==> src/rtl/ip_codma_arb_pkg.sv <==
// Shared types for the codma bus address-phase arbiter.
// Arbiter states, requester indices and the owner-tag type.
package ip_codma_arb_pkg;

    typedef enum logic [1:0] {
        ARB_IDLE = 2'd0,
        ARB_ADDR = 2'd1,
        ARB_FULL = 2'd2
    } arb_state_t;

    localparam int ARB_REQ_MAIN = 0;
    localparam int ARB_REQ_AP   = 1;
    localparam int ARB_REQ_DP   = 2;
    localparam int ARB_NUM_REQ  = 3;

    typedef logic [$clog2(ARB_NUM_REQ)-1:0] arb_tag_t;

endpackage

==> src/rtl/ip_codma_arb_tag_fifo.sv <==
// In-order owner-tag FIFO for accepted, not yet completed bus transactions.
// Supports simultaneous push and pop; flush empties it in one cycle.
module ip_codma_arb_tag_fifo #(
    parameter int DEPTH = 4,
    parameter int TAG_W = 2
) (
    input  logic                         clk_i,
    input  logic                         reset_i,
    input  logic                         push_i,
    input  logic [TAG_W-1:0]             tag_i,
    input  logic                         pop_i,
    input  logic                         flush_i,
    output logic [$clog2(DEPTH+1)-1:0]   count_o,
    output logic [TAG_W-1:0]             head_o
);

    localparam int PTR_W = $clog2(DEPTH);
    localparam int CNT_W = $clog2(DEPTH + 1);

    logic [TAG_W-1:0] r_mem [DEPTH];
    logic [PTR_W-1:0] r_rd;
    logic [PTR_W-1:0] r_wr;
    logic [CNT_W-1:0] r_cnt;

    always_ff @(posedge clk_i) begin
        if (push_i) begin
            r_mem[r_wr] <= tag_i;
        end
    end

    // DEPTH is a power of two, so the pointers wrap naturally
    always_ff @(posedge clk_i) begin
        if (reset_i || flush_i) begin
            r_rd  <= '0;
            r_wr  <= '0;
            r_cnt <= '0;
        end else begin
            if (push_i) begin
                r_wr <= r_wr + 1'b1;
            end
            if (pop_i) begin
                r_rd <= r_rd + 1'b1;
            end
            case ({push_i, pop_i})
                2'b10:   r_cnt <= r_cnt + 1'b1;
                2'b01:   r_cnt <= r_cnt - 1'b1;
                default: r_cnt <= r_cnt;
            endcase
        end
    end

    assign count_o = r_cnt;
    assign head_o  = r_mem[r_rd];

endmodule

==> src/rtl/ip_codma_bus_arb.sv <==
// Address-phase arbiter for the codma bus master port, round-robin by default.
// Define CODMA_ARB_PRIO_EN to give requester 0 strict priority over the others.
module ip_codma_bus_arb
    import ip_codma_arb_pkg::*;
#(
    parameter int NUM_REQ         = ARB_NUM_REQ,
    parameter int ADDR_W          = 32,
    parameter int SIZE_W          = 4,
    parameter int MAX_OUTSTANDING = 4
) (
    input  logic                                   clk_i,
    input  logic                                   reset_i,
    input  logic [NUM_REQ-1:0]                     req_i,
    input  logic [NUM_REQ*ADDR_W-1:0]              req_addr_i,
    input  logic [NUM_REQ*SIZE_W-1:0]              req_size_i,
    input  logic [NUM_REQ-1:0]                     req_read_i,
    input  logic [NUM_REQ-1:0]                     req_write_i,
    input  logic                                   abort_i,
    output logic [NUM_REQ-1:0]                     gnt_o,
    output logic [NUM_REQ-1:0]                     done_o,
    output logic [ADDR_W-1:0]                      bus_addr_o,
    output logic [SIZE_W-1:0]                      bus_size_o,
    output logic                                   bus_read_o,
    output logic                                   bus_write_o,
    input  logic                                   bus_accept_i,
    input  logic                                   bus_done_i,
    output logic [$clog2(MAX_OUTSTANDING+1)-1:0]   outstanding_o,
    output logic                                   err_o
);

    localparam int TAG_W = $clog2(NUM_REQ);
    localparam int CNT_W = $clog2(MAX_OUTSTANDING + 1);
    localparam logic [CNT_W-1:0] MAX_CNT = CNT_W'(MAX_OUTSTANDING);
    localparam logic [CNT_W-1:0] MAX_M1  = CNT_W'(MAX_OUTSTANDING - 1);

    typedef logic [TAG_W-1:0] tag_t;

    arb_state_t         r_state;
    arb_state_t         w_state_nxt;
    tag_t               r_owner;
    tag_t               r_rr_ptr;
    logic [ADDR_W-1:0]  r_addr;
    logic [SIZE_W-1:0]  r_size;
    logic               r_read;
    logic               r_write;
    logic               r_err;

    logic [TAG_W:0]     w_pick_res;
    logic               w_pick_vld;
    tag_t               w_pick;
    logic               w_rr_upd;
    logic               w_latch;
    logic               w_push;
    logic               w_pop;
    logic               w_flush;
    logic               w_err_set;
    logic [NUM_REQ-1:0] w_gnt;
    logic [NUM_REQ-1:0] w_done;
    logic [CNT_W-1:0]   w_cnt;
    tag_t               w_head;
    logic               w_in_addr;

    // First requester at or after ptr+1, wrapping; MSB flags a hit
    function automatic logic [TAG_W:0] f_rr_pick(
        input logic [NUM_REQ-1:0] req,
        input tag_t               ptr
    );
        logic [TAG_W:0] res;
        int             idx;
        res = '0;
        for (int i = NUM_REQ; i >= 1; i--) begin
            idx = (int'(ptr) + i) % NUM_REQ;
            if (req[idx[TAG_W-1:0]]) begin
                res = {1'b1, idx[TAG_W-1:0]};
            end
        end
        return res;
    endfunction

`ifdef CODMA_ARB_PRIO_EN
    always_comb begin
        if (req_i[ARB_REQ_MAIN]) begin
            w_pick_res = {1'b1, tag_t'(ARB_REQ_MAIN)};
        end else begin
            w_pick_res = f_rr_pick(req_i, r_rr_ptr);
        end
    end
    assign w_rr_upd = (r_owner != tag_t'(ARB_REQ_MAIN));
`else
    assign w_pick_res = f_rr_pick(req_i, r_rr_ptr);
    assign w_rr_upd   = 1'b1;
`endif

    assign w_pick_vld = w_pick_res[TAG_W];
    assign w_pick     = w_pick_res[TAG_W-1:0];

    ip_codma_arb_tag_fifo #(
        .DEPTH (MAX_OUTSTANDING),
        .TAG_W (TAG_W)
    ) u_tag_fifo (
        .clk_i   (clk_i),
        .reset_i (reset_i),
        .push_i  (w_push),
        .tag_i   (r_owner),
        .pop_i   (w_pop),
        .flush_i (w_flush),
        .count_o (w_cnt),
        .head_o  (w_head)
    );

    always_comb begin
        w_state_nxt = r_state;
        w_latch     = 1'b0;
        w_push      = 1'b0;
        w_pop       = 1'b0;
        w_flush     = 1'b0;
        w_err_set   = 1'b0;
        w_gnt       = '0;
        w_done      = '0;
        if (reset_i) begin
            w_state_nxt = ARB_IDLE;
        end else if (abort_i) begin
            w_state_nxt = ARB_IDLE;
            w_flush     = 1'b1;
        end else begin
            if (bus_done_i) begin
                if (w_cnt != '0) begin
                    w_pop          = 1'b1;
                    w_done[w_head] = 1'b1;
                end else begin
                    w_err_set = 1'b1;
                end
            end
            unique case (r_state)
                ARB_IDLE: begin
                    if (w_pick_vld && (w_cnt < MAX_CNT)) begin
                        w_latch     = 1'b1;
                        w_state_nxt = ARB_ADDR;
                    end
                end
                ARB_ADDR: begin
                    if (bus_accept_i) begin
                        w_gnt[r_owner] = 1'b1;
                        w_push         = 1'b1;
                        // a same-cycle pop keeps the count below the limit
                        if ((w_cnt == MAX_M1) && !w_pop) begin
                            w_state_nxt = ARB_FULL;
                        end else begin
                            w_state_nxt = ARB_IDLE;
                        end
                    end
                end
                ARB_FULL: begin
                    if (bus_done_i) begin
                        w_state_nxt = ARB_IDLE;
                    end
                end
                default: w_state_nxt = ARB_IDLE;
            endcase
        end
    end

    always_ff @(posedge clk_i) begin
        if (reset_i) begin
            r_state  <= ARB_IDLE;
            r_owner  <= '0;
            r_addr   <= '0;
            r_size   <= '0;
            r_read   <= 1'b0;
            r_write  <= 1'b0;
            r_rr_ptr <= tag_t'(NUM_REQ - 1);
            r_err    <= 1'b0;
        end else begin
            r_state <= w_state_nxt;
            if (w_latch) begin
                r_owner <= w_pick;
                r_addr  <= req_addr_i[int'(w_pick)*ADDR_W +: ADDR_W];
                r_size  <= req_size_i[int'(w_pick)*SIZE_W +: SIZE_W];
                r_read  <= req_read_i[w_pick];
                r_write <= req_write_i[w_pick];
            end
            if (w_push && w_rr_upd) begin
                r_rr_ptr <= r_owner;
            end
            if (w_err_set) begin
                r_err <= 1'b1;
            end
        end
    end

    assign w_in_addr     = (r_state == ARB_ADDR);
    assign bus_addr_o    = w_in_addr ? r_addr : '0;
    assign bus_size_o    = w_in_addr ? r_size : '0;
    assign bus_read_o    = w_in_addr & r_read;
    assign bus_write_o   = w_in_addr & r_write;
    assign gnt_o         = w_gnt;
    assign done_o        = w_done;
    assign outstanding_o = w_cnt;
    assign err_o         = r_err;

endmodule

==> config.mk <==
export PLATFORM = sky130hd
export DESIGN_NAME = ip_codma_bus_arb
export DESIGN_NICKNAME = d
export VERILOG_FILES = /design/src/rtl/ip_codma_arb_pkg.sv /design/src/rtl/ip_codma_arb_tag_fifo.sv /design/src/rtl/ip_codma_bus_arb.sv
export SDC_FILE = /design/constraint.sdc
export NUM_CORES = 1
export LEC_CHECK = 0
export CORE_MARGIN = 5
export CORE_UTILIZATION = 33
export DETAILED_ROUTE_END_ITERATION = 10
export GPL_ROUTABILITY_DRIVEN = 0
export GPL_TIMING_DRIVEN = 0
export PLACE_DENSITY = 0.64
export SLEW_MARGIN = 40
export SYNTH_ARGS = -nofsm -noshare
export SYNTH_HDL_FRONTEND = slang
export SYNTH_SLANG_ARGS = --single-unit
==> constraint.sdc <==
create_clock -name clk_i -period 2.62 [get_ports clk_i]
set_input_delay 0.524 -clock clk_i [delete_from_list [all_inputs] [get_ports clk_i]]
set_output_delay 0.524 -clock clk_i [all_outputs]
set_load 0.02 [all_outputs]
==> summary by stage <==
Status
The flow ran to the end, and the final reports show no timing, DRC or antenna violations.

Logic synthesis
The synthesized netlist devotes 27.2% of its cell area to compound gates. The average cell area after synthesis is 8.55 sq um. In the synthesized netlist the async set-or-reset flop fraction comes to 0%. The synthesized netlist devotes 3.20% of its cell area to adder and majority cells. The mux cell area share after synthesis is 1.81%. The netlist uses 50 different library cells. The number of enable-type register cells in the synthesized netlist is 8. The number of nets handed over by synthesis was 616.

For this run, the number of Yosys warnings is 0. Synthesis inferred 62 register bits. In the post-synthesis netlist, the cell with the most instances is sky130_fd_sc_hd__and2_1. The xor-xnor portion of the synthesized cell area is 1.06%. After synthesis, the most frequently instantiated cells are 79 x sky130_fd_sc_hd__and2_1, 54 x sky130_fd_sc_hd__dfxtp_1, 51 x sky130_fd_sc_hd__nor2_1. The cell area that synthesis handed to floorplanning was 0.00414 sq mm.

The number of instances in the synthesized netlist is 484. By area, the combinational part of the netlist is dominated by simple AND/OR/NAND/NOR gates. The share of synthesized area occupied by flip-flops and latches is 31.9%. The most used flip-flop cell after synthesis is sky130_fd_sc_hd__dfxtp_1. By area the synthesized netlist is led by sky130_fd_sc_hd__dfxtp_1 26%, sky130_fd_sc_hd__and2_1 12%, sky130_fd_sc_hd__a221oi_2 7.3%. The cell taking the most area after synthesis is sky130_fd_sc_hd__dfxtp_1. The portion of synthesized cell area occupied by the leading cell type is 26.1%. The fraction of the mapped netlist area in simple logic gates is 28.4%.

Setup path
The dominant cell type by count on the critical path is sky130_fd_sc_hd__buf_6. The top cell family by delay on the critical path is buffers and inverters. Traced cell by cell, the critical path runs through clkdlybuf4s50_1, and3b_1, or4_4, a21o_1, buf_6, buf_6, a221oi_2, o31ai_2. The stage delay of the slowest cell on the critical path is 0.54 ns. STA classifies the critical path startpoint as a primary input. The cell at the slowest stage of the critical path is sky130_fd_sc_hd__or4_4. The start of the worst register-to-register path is r_rr_ptr[1].

The worst-case register-to-register setup slack is 0.11 ns. The number of cells on the worst reg-to-reg path is 10. The worst register-to-register path ends at r_size[3]. The arrival time reported for the critical path endpoint is 2.76 ns.

For the worst setup path, the data required time is 2.84 ns. The critical path is of the in -> reg type. The buffers plus inverters on the worst setup path is 3. In this run the worst path has a maximum fanout of 10.

The worst setup path is captured at a flop.

GRT
The total overflow reported by the global router is 0. The first global-routing pass estimated 22000 um of wire. Global routing used 18.8% of the available tracks across all layers. The initial antenna violation count was 0. The maximum number of pins on one net before global-route repair is 13. The number of global-route vias before repair was 4356.

Layout
The layout has 1206 filler cells. In the final layout, the multi-input gates occupy 0.00266 sq mm. Excluding fillers, the count of instances in the completed layout stands at 841. The growth of design area from synthesis to finish is 56.4%. After the last flow step, the layout net total stands at 796. The post-route netlist has 15.2% of its cells at a drive strength greater than 1. The area taken by flip-flops and latches is 0.00133 sq mm. The number of antenna cells inserted is 0.

Die
The placeable core area is 0.0125 sq mm. In this run the count of I/O pins placed on the die edge is 170. The floorplan step set the die height to 122 um. From left edge to right edge, the die measures 122 um. The effective utilization at floorplan is 33.2%.

The number of cell rows is 41. The die outline area is 0.0149 sq mm.

STA
The clock skew is 0.00520 ns. Dividing the final minimum period by the clock period gives 97.1%. Static timing analysis puts the maximum clock frequency at 393 MHz. The worst pin sits at a relative slew slack of 57.7%.

The count of endpoints failing hold in the final timing report was 0. The number of slew-limit violations in the final report is 0. The shortest period the worst path allows is 2.55 ns. The final setup slack of the worst path is 0.0749 ns. The slew of the pin with the lowest slew margin is 0.634 ns. Setup violations remaining at the end of the flow were counted as 0.

Clock tree
Hold repair after CTS inserted 0 buffers. The clock reaches the later pin of the worst-skew pair after 0.33 ns. In this run the deepest clock path goes through 2 buffers. The CTS tree is yes. The buffer type at the clock tree root is sky130_fd_sc_hd__clkbuf_16. The H-tree generated during clock tree synthesis spans 3 levels. The CTS sink count is 62. TritonCTS created 9 clock buffers. Clock-pin slew was measured on the worst setup and hold paths at 0.06 ns.

Drt
The routed design uses 1010 um of met3 wire. The count of nets left with antenna violations after detail routing is 0. The initial detailed-routing violation count is 185.

The sum of met2 wire segment lengths after detailed routing is 7000 um. The final layout contains routed wiring with a total length of 14100 um. The number of optimization iterations in the first detailed-route pass is 4. The detailed router put a total of 5830 um of wire on met1. For this block, the via count after detailed routing is 4218. In the routed design, unresolved DRC markers number 0. The highest layer touched by signal routing is met4. The per-cell routed wire length is 16.8 um. The via-per-instance ratio is 5.02.

Hold path
The worst hold path belongs to the class reg -> reg. The number of cells on the worst hold path is 2. The startpoint identified for the worst hold timing path is err_o. For hold timing, the worst endpoint is err_o.

Power and ir drop
The overall power consumption is 2.92 mW. In this run the power density over the cells is 451 mW/mm^2. The total leakage power is 2.35 nW. The worst-case IR drop observed on VDD is 0.318 mV.

Run
Across the run, the number of max-cap violations was 0.

Placement
The worst slack at placement is -0.871 ns. The HPWL reported at the end of detailed placement is 10600 um. After detailed placement, the design holds a cell count of 824.

During placement, the flow inserted port buffers numbering 168.
==> layout by cell type, fill, tap and decap left out, types with 12 or more instances in the layout <==
cell type                         synthesis  final
sky130_fd_sc_hd__clkbuf_1                29     13
sky130_fd_sc_hd__nor2b_1                 42     40
sky130_fd_sc_hd__clkbuf_2                 0     12
sky130_fd_sc_hd__o21ai_0                 44     43
sky130_fd_sc_hd__o31ai_1                 29     27
sky130_fd_sc_hd__dfxtp_1                 54     52
sky130_fd_sc_hd__a221oi_2                20     26
sky130_fd_sc_hd__nor2_1                  51     50
sky130_fd_sc_hd__and2_1                  79     79
sky130_fd_sc_hd__clkdlybuf4s50_1          0    162
==> worst max path at each step <==
stage                  start               endpoint  slack, ns  cells past startpoint
floorplan            reset_i               gnt_o[1]       0.07                      6
global placement     abort_i               gnt_o[1]      -0.80                      7
detailed placement   abort_i               gnt_o[2]      -0.87                      7
CTS                  abort_i               gnt_o[2]      -0.06                      7
global route         abort_i  u_tag_fifo.count_o[2]    -0.0007                     11
finish              req_i[2]              r_size[3]       0.07                      8
==> layer usage <==
layer	track usage [%]	vias up
met2	31.8	147
met5	0	-
met3	5.06	20
met1	23.4	1956
li1	-	2095
met4	5.81	0
==> area by class of cell <==
type                    count  area share (%)
multi-input cells         366            41.1
repair buffers            169            25.8
flip-flops and latches     62            20.5
plain buffers              44            3.98
clock buffers               9            3.48
well taps                 172            3.32
clock inverters             7            1.14
inverters                  12           0.696
==> timing repair <==
action / in CTS / in global routing
buffers inserted: 1 / 0
resized for setup: 39 / 36
cloned: 0 / 0
pin swaps: 1 / 2
endpoints found under the hold margin: 0 / 0
endpoints found under the setup margin: 79 / 81
==> kinds of logic after synthesis <==
family,after synthesis
mux,5
compound gates,138
simple gates,208
flops,62
buf+inv,56
xor+xnor,5
fa+ha+maj,10
==> worst reg2reg max path, stage by stage (launching register included) <==
cell,delay (ns)
sky130_fd_sc_hd__dfxtp_4,0.36
sky130_fd_sc_hd__inv_1,0.07
sky130_fd_sc_hd__ha_1,0.18
sky130_fd_sc_hd__buf_4,0.16
sky130_fd_sc_hd__mux2i_1,0.11
sky130_fd_sc_hd__or4_4,0.57
sky130_fd_sc_hd__a21o_1,0.20
sky130_fd_sc_hd__buf_6,0.15
sky130_fd_sc_hd__buf_6,0.16
sky130_fd_sc_hd__a221oi_2,0.33
sky130_fd_sc_hd__o31ai_2,0.09
==> per-stage QoR <==
step	instance area, sq um	utilization (%)	TNS, ns	hold WS, ns
3_5_place_dp	6040	48.4	-14.76	0.479
5_1_grt	6470	51.9	-0.000697	0.509
3_3_place_gp	6040	48.4	-12.82	0.457
2_1_floorplan	4140	-	0	0.469
6_report	6470	51.9	0	0.478
4_1_cts	6390	51.3	-0.247	0.492
==> power by group <==
part / total [mW] / internal (mW) / switching (mW)
registers: 1.04 / 1.02 / 0.0239
logic: 0.673 / 0.369 / 0.304
clock network: 1.20 / 0.737 / 0.465
==> state kept, by name (all words and copies together), names as in the netlist, 2 cells and up, named ones only <==
register and flops:
r_addr 32, r_owner 2, r_rr_ptr 2, r_size 4, r_state 2, u_tag_fifo.count_o 3
u_tag_fifo.r_mem 8, u_tag_fifo.r_rd 2, u_tag_fifo.r_wr 2
Power figures use the tool's default switching activity.
==> RTL edit 1, RTL diff (same settings) <==
Reset style: asynchronous (`reset_i`), changed in one clocked block.
--- a/src/rtl/ip_codma_bus_arb.sv
+++ b/src/rtl/ip_codma_bus_arb.sv
@@ -162,3 +162,3 @@
 
-    always_ff @(posedge clk_i) begin
+    always_ff @(posedge clk_i or posedge reset_i) begin
         if (reset_i) begin
Behaviour: differs if reset_i is asserted again (counterexample within 4 cycles, from zero or initial values and one cycle with reset_i high); with reset_i held inactive, the same outputs for 4 cycles.
==> RTL edit 1 against the unedited design <==
Critical path depth fell by 4; wire length fell by 20%; sequential cell count did not move; synthesized cell count fell by 27%; cell count fell by 19%; synthesized area fell by 13%; setup slack improved by 20 ps; final area fell by 12%; maximum frequency rose by 0.78%; critical path type is now reg2out; largest cell class unchanged.
Power is not compared: it rests on default switching activity, and its combinational part moved more than twofold at a synthesized area within 25%.
==> RTL edit 1: results (changes against the unedited design) <==
[worst_hold_path]
hold_path_startpoint = err_o  ; unchanged
min_path_type = reg2reg  ; unchanged
worstHoldPathCells = 1  ; was 2

[critical_path]
r2r.worst_path.cells = 8  ; was 10
startpoint = r_state[0]  ; was req_i[2]
critical_path_arrival_ps = 2000  ; was 2760 ps
r2r-start = r_rr_ptr[1]  ; unchanged

[global_routing]
grt_pass1_wl_um = 17700  ; was 22000 um
grt_pass1_vias = 3505  ; was 4356
track_usage = 0.173  ; was 0.188
grt_max_degree = 28  ; was 13
antenna_found_initial = 0  ; unchanged

[outcome]
status = completed  ; unchanged

[cts]
path_clk_slew_ps = 80  ; was 60 ps
root_buffer = clkbuf_8  ; was clkbuf_16

[place]
dp_hpwl_um = 8840  ; was 10600 um
portBuffers = 169  ; was 168

[synthesis]
yosys-top-cells-area = dfrtp_1 31%, mux2i_1 11%, a22oi_1 7.9%  ; was dfxtp_1 26%, and2_1 12%, a221oi_2 7.3%
synth_compound_area_frac = 0.187  ; was 0.272
async_flop_share = 0.726  ; was 0
synth_most_common_cell = dfrtp_1  ; was and2_1
synth_xor_area_frac = 0.0122  ; was 0.0106
yosys-top-cells-count = 44 x dfrtp_1, 42 x and2_1, 40 x mux2i_1  ; was 79 x and2_1, 54 x dfxtp_1, 51 x nor2_1
synth_seq_area_share = 0.430  ; was 0.319
yosysUniqueCellTypes = 51  ; was 50
yosys.area_share.adder = 0.0368  ; was 0.0320
synth_top_area_share = 0.306  ; was 0.261
synth.net_count = 484  ; was 616
synthMuxAreaShare = 0.131  ; was 0.0181

[final_layout]
drive_gt1_frac = 0.109  ; was 0.152
layout.nets = 666  ; was 796
num-fill-cells = 1042  ; was 1206

[route]
routed_wirelength_um = 11200  ; was 14100 um
via_per_inst = 4.93  ; was 5.02
first_iter_violations = 121  ; was 185
dr.pass1.iters = 5  ; was 4

[sta]
worst_clock_skew_ps = 9.90  ; was 5.20 ps
tightest_slew_ps = 532  ; was 634 ps

[die]
initial_core_util = 0.335  ; was 0.332

## RTL edit 1: cell types whose count changed after synthesis, sizes merged, moves of 36 or more
cell,before,now
nor2,51,15
a221oi,37,0
mux2i,3,40
and2,79,42
dfrtp,0,44
dfxtp,54,9
a22oi,0,38
## RTL edit 1: cell families after synthesis
kind of cell             after synthesis
multiplexers                          44
flip-flops                            62
AO/OA/AOI/OAI                        100
XOR/XNOR                               5
buffers and inverters                 38
adder cells (fa/ha/maj)               10
AND/OR/NAND/NOR                       93
## RTL edit 1: metal layers
metal  part of all wire  up-vias  routed length [um]  GRT usage
met3              0.068       10                 766     0.0492
met5                  0        -                   0          0
met2               0.51      105                5720      0.291
li1                   -     1634                   -          -
met4              0.015        0                 164     0.0657
met1               0.41     1598                4570      0.208
## RTL edit 1: area by class of cell
| cell class | count | share of cell area |
|---|---|---|
| repair buffers | 171 | 0.298 |
| well taps | 140 | 0.0308 |
| plain buffers | 25 | 0.0299 |
| inverters | 13 | 0.00902 |
| multi-input cells | 252 | 0.329 |
| flip-flops and latches | 62 | 0.272 |
| clock inverters | 7 | 0.00902 |
| clock buffers | 9 | 0.0218 |
## RTL edit 1: repair_timing
action / CTS / global route
buffers inserted: 0 / 1
hold buffers: 0 / 0
endpoints found under the setup margin: 44 / 23
gates resized for setup: 43 / 9
pin swaps: 0 / 1
## RTL edit 1: path summary, 6_finish.rpt
path,end,slack (ps)
min reg2reg,err_o,480
min,err_o,480
min in group asynchronous,err_o,570
max,bus_addr_o[11],90
max in group asynchronous,r_addr[14],1610
max reg2reg,r_owner[0],190
## RTL edit 1: power by group
| part | total [mW] | switching, mW | internal (mW) |
|---|---|---|---|
| sequential | 1.45 | 0.162 | 1.29 |
| clock | 0.746 | 0.402 | 0.344 |
| combinational | 2.48 | 1.27 | 1.21 |
| total | 4.67 | 1.84 | 2.84 |
## RTL edit 1: metrics by stage
| stage | instance area, sq um | hold WS (ps) | instances | worst slack [ps] |
|---|---|---|---|---|
| finish | 5690 | 480 | 679 | 94.6 |
| global route | 5690 | 505 | 679 | 0.603 |
| CTS | 5660 | 486 | 678 | 4.48 |
| detailed placement | 5490 | 462 | 662 | -566 |
| global placement | 5470 | 455 | 661 | -520 |
| floorplan | 3600 | 482 | 352 | 391 |
## RTL edit 1: critical path, cell delays in order, from the launching register on
cell             delay, ps
dfrtp_1                430
nor2b_2                220
clkbuf_4               240
and2_1                 180
clkdlybuf4s50_1        610
==> RTL edit 2, RTL diff (same flow settings) <==
Made on the original files. Build with the macro `CODMA_ARB_PRIO_EN` defined.
--- a/src/rtl/ip_codma_bus_arb.sv
+++ b/src/rtl/ip_codma_bus_arb.sv
@@ -2,2 +2,4 @@
 // Define CODMA_ARB_PRIO_EN to give requester 0 strict priority over the others.
+`define CODMA_ARB_PRIO_EN
+
 module ip_codma_bus_arb
Function: changed (Yosys sat finds a counterexample within 4 cycles, from zero or initial values and one cycle with reset_i high).
==> RTL edit 2 against the unedited design <==
Setup slack got worse by 9.1 ps; critical path depth decreased by 1; total power decreased by 13%; sequential cell count unchanged; final area decreased by 9.0%; wire length decreased by 5.9%; synthesized area decreased by 11%; largest power group unchanged; highest routed layer unchanged.
==> RTL edit 2: results (changes against the unedited design) <==
[route]
via_per_inst = 5.30  ; was 5.02
dr.pass1.iters = 5  ; was 4
vias = 3781  ; was 4218
first_iter_violations = 97  ; was 185

[global_routing]
grt_pass1_wl_um = 20900  ; was 22000 um
track_usage = 0.200  ; was 0.188
grt_max_degree = 20  ; was 13

[synthesis]
postSynthAreaPerCell_sq_um = 9.49  ; was 8.55 sq um
synth_seq_area_share = 0.358  ; was 0.319
synth.net_count = 519  ; was 616
yosysUniqueCellTypes = 40  ; was 50
yosys-top-cells-area = dfxtp_1 29%, mux2i_1 11%, o221ai_2 8.1%  ; was dfxtp_1 26%, and2_1 12%, a221oi_2 7.3%

[final_layout]
drive_gt1_frac = 0.112  ; was 0.152

[critical_path]
reg2reg_to = r_addr[9]  ; was r_size[3]
r2r.worst_path.cells = 7  ; was 10
r2r-start = r_rr_ptr[0]  ; was r_rr_ptr[1]
critical_path_arrival_ps = 2810  ; was 2760 ps
path_delay_family = simple AND/OR/NAND/NOR gates  ; was buffers and inverters
slowest_delay_ps = 520  ; was 540 ps

[power_and_ir_drop]
ir_drop_v = 0.000282  ; was 0.000318 V
total_leakage_power_nw = 2.73  ; was 2.35 nW

[place]
portBuffers = 169  ; was 168
placed_cell_area_sq_um = 5560  ; was 6040 sq um
dp_hpwl_um = 10300  ; was 10600 um

[cts]
root_buffer = clkbuf_8  ; was clkbuf_16
path_clk_slew_ps = 80  ; was 60 ps

[outcome]
status = completed  ; unchanged

[sta]
maxSlewHeadroom = 0.525  ; was 0.577
fmax_ghz = 0.392  ; was 0.393 GHz
hold_slack_ps = 515  ; was 478 ps

-- RTL edit 2: cell count changes after synthesis, sizes merged, moves of 36 or more --
cell	before	now
nor2	51	10
nor2b	42	2
o21ai	44	4
nand3	1	40
o221ai	0	38
o31ai	38	0
a221oi	37	0
and2	79	43
mux2i	3	39
-- RTL edit 2: kinds of logic after synthesis --
kind of cell | synth area share
AOI/OAI and AO/OA | 0.231
DFF | 0.358
muxes | 0.118
adders and majority gates | 0.0292
buffers and inverters | 0.0644
xor gates and xnor gates | 0.0119
and+or+nand+nor | 0.188
-- RTL edit 2: what timing repair did --
item | in CTS | in global routing
hold endpoints to repair | 0 | 0
buffers inserted | 0 | 1
resized for setup | 16 | 59
setup endpoints to repair | 76 | 71
-- RTL edit 2: stage by stage --
stage	setup TNS, ps	power, mW
final	0	2.54
after global routing	0	2.64
after CTS	0	2.56
after detailed placement	-16970	1.51
after global placement	-19600	1.50
after floorplan	0	1.23
-- RTL edit 2: final cells by class --
cell class | count | area, sq um
diodes | 1 | 2.50
plain buffers | 37 | 189
clock buffers | 9 | 124
clock inverters | 7 | 121
fillers | 1032 | 4990
inverters | 16 | 60.1
multi-input cells | 272 | 2160
flip-flops and latches | 62 | 1320
well taps | 140 | 175
repair buffers | 170 | 1740
-- RTL edit 2: layer usage --
| layer | global-route usage | vias up | routed length, um |
|---|---|---|---|
| met1 | 0.229 | 1787 | 5230 |
| li1 | - | 1826 | - |
| met2 | 0.347 | 155 | 6650 |
| met5 | 0 | - | 0 |
| met3 | 0.0841 | 13 | 1230 |
| met4 | 0.0480 | 0 | 166 |
-- RTL edit 2: worst max-delay path by stage --
| stage | startpoint | endpoint | depth (start not counted) |
|---|---|---|---|
| finish | abort_i | r_addr[9] | 7 |
| CTS | r_state[0] | bus_addr_o[1] | 4 |
| global route | abort_i | r_addr[11] | 7 |
| detailed placement | reset_i | gnt_o[1] | 7 |
| global placement | reset_i | gnt_o[1] | 7 |
| floorplan | r_rr_ptr[0] | r_addr[23] | 8 |
-- RTL edit 2: tightest hold or removal path, stage by stage (launching register included) --
cell     delay [ps]
dfxtp_1         340
nand2_1          70
a21oi_1          60
-- RTL edit 2: power by group --
group	switching (mW)	internal (mW)	leakage [nW]
Sequential	0.0206	0.996	0.521
Combinational	0.208	0.266	2.08
Clock	0.414	0.637	0.124
Total	0.643	1.90	2.73
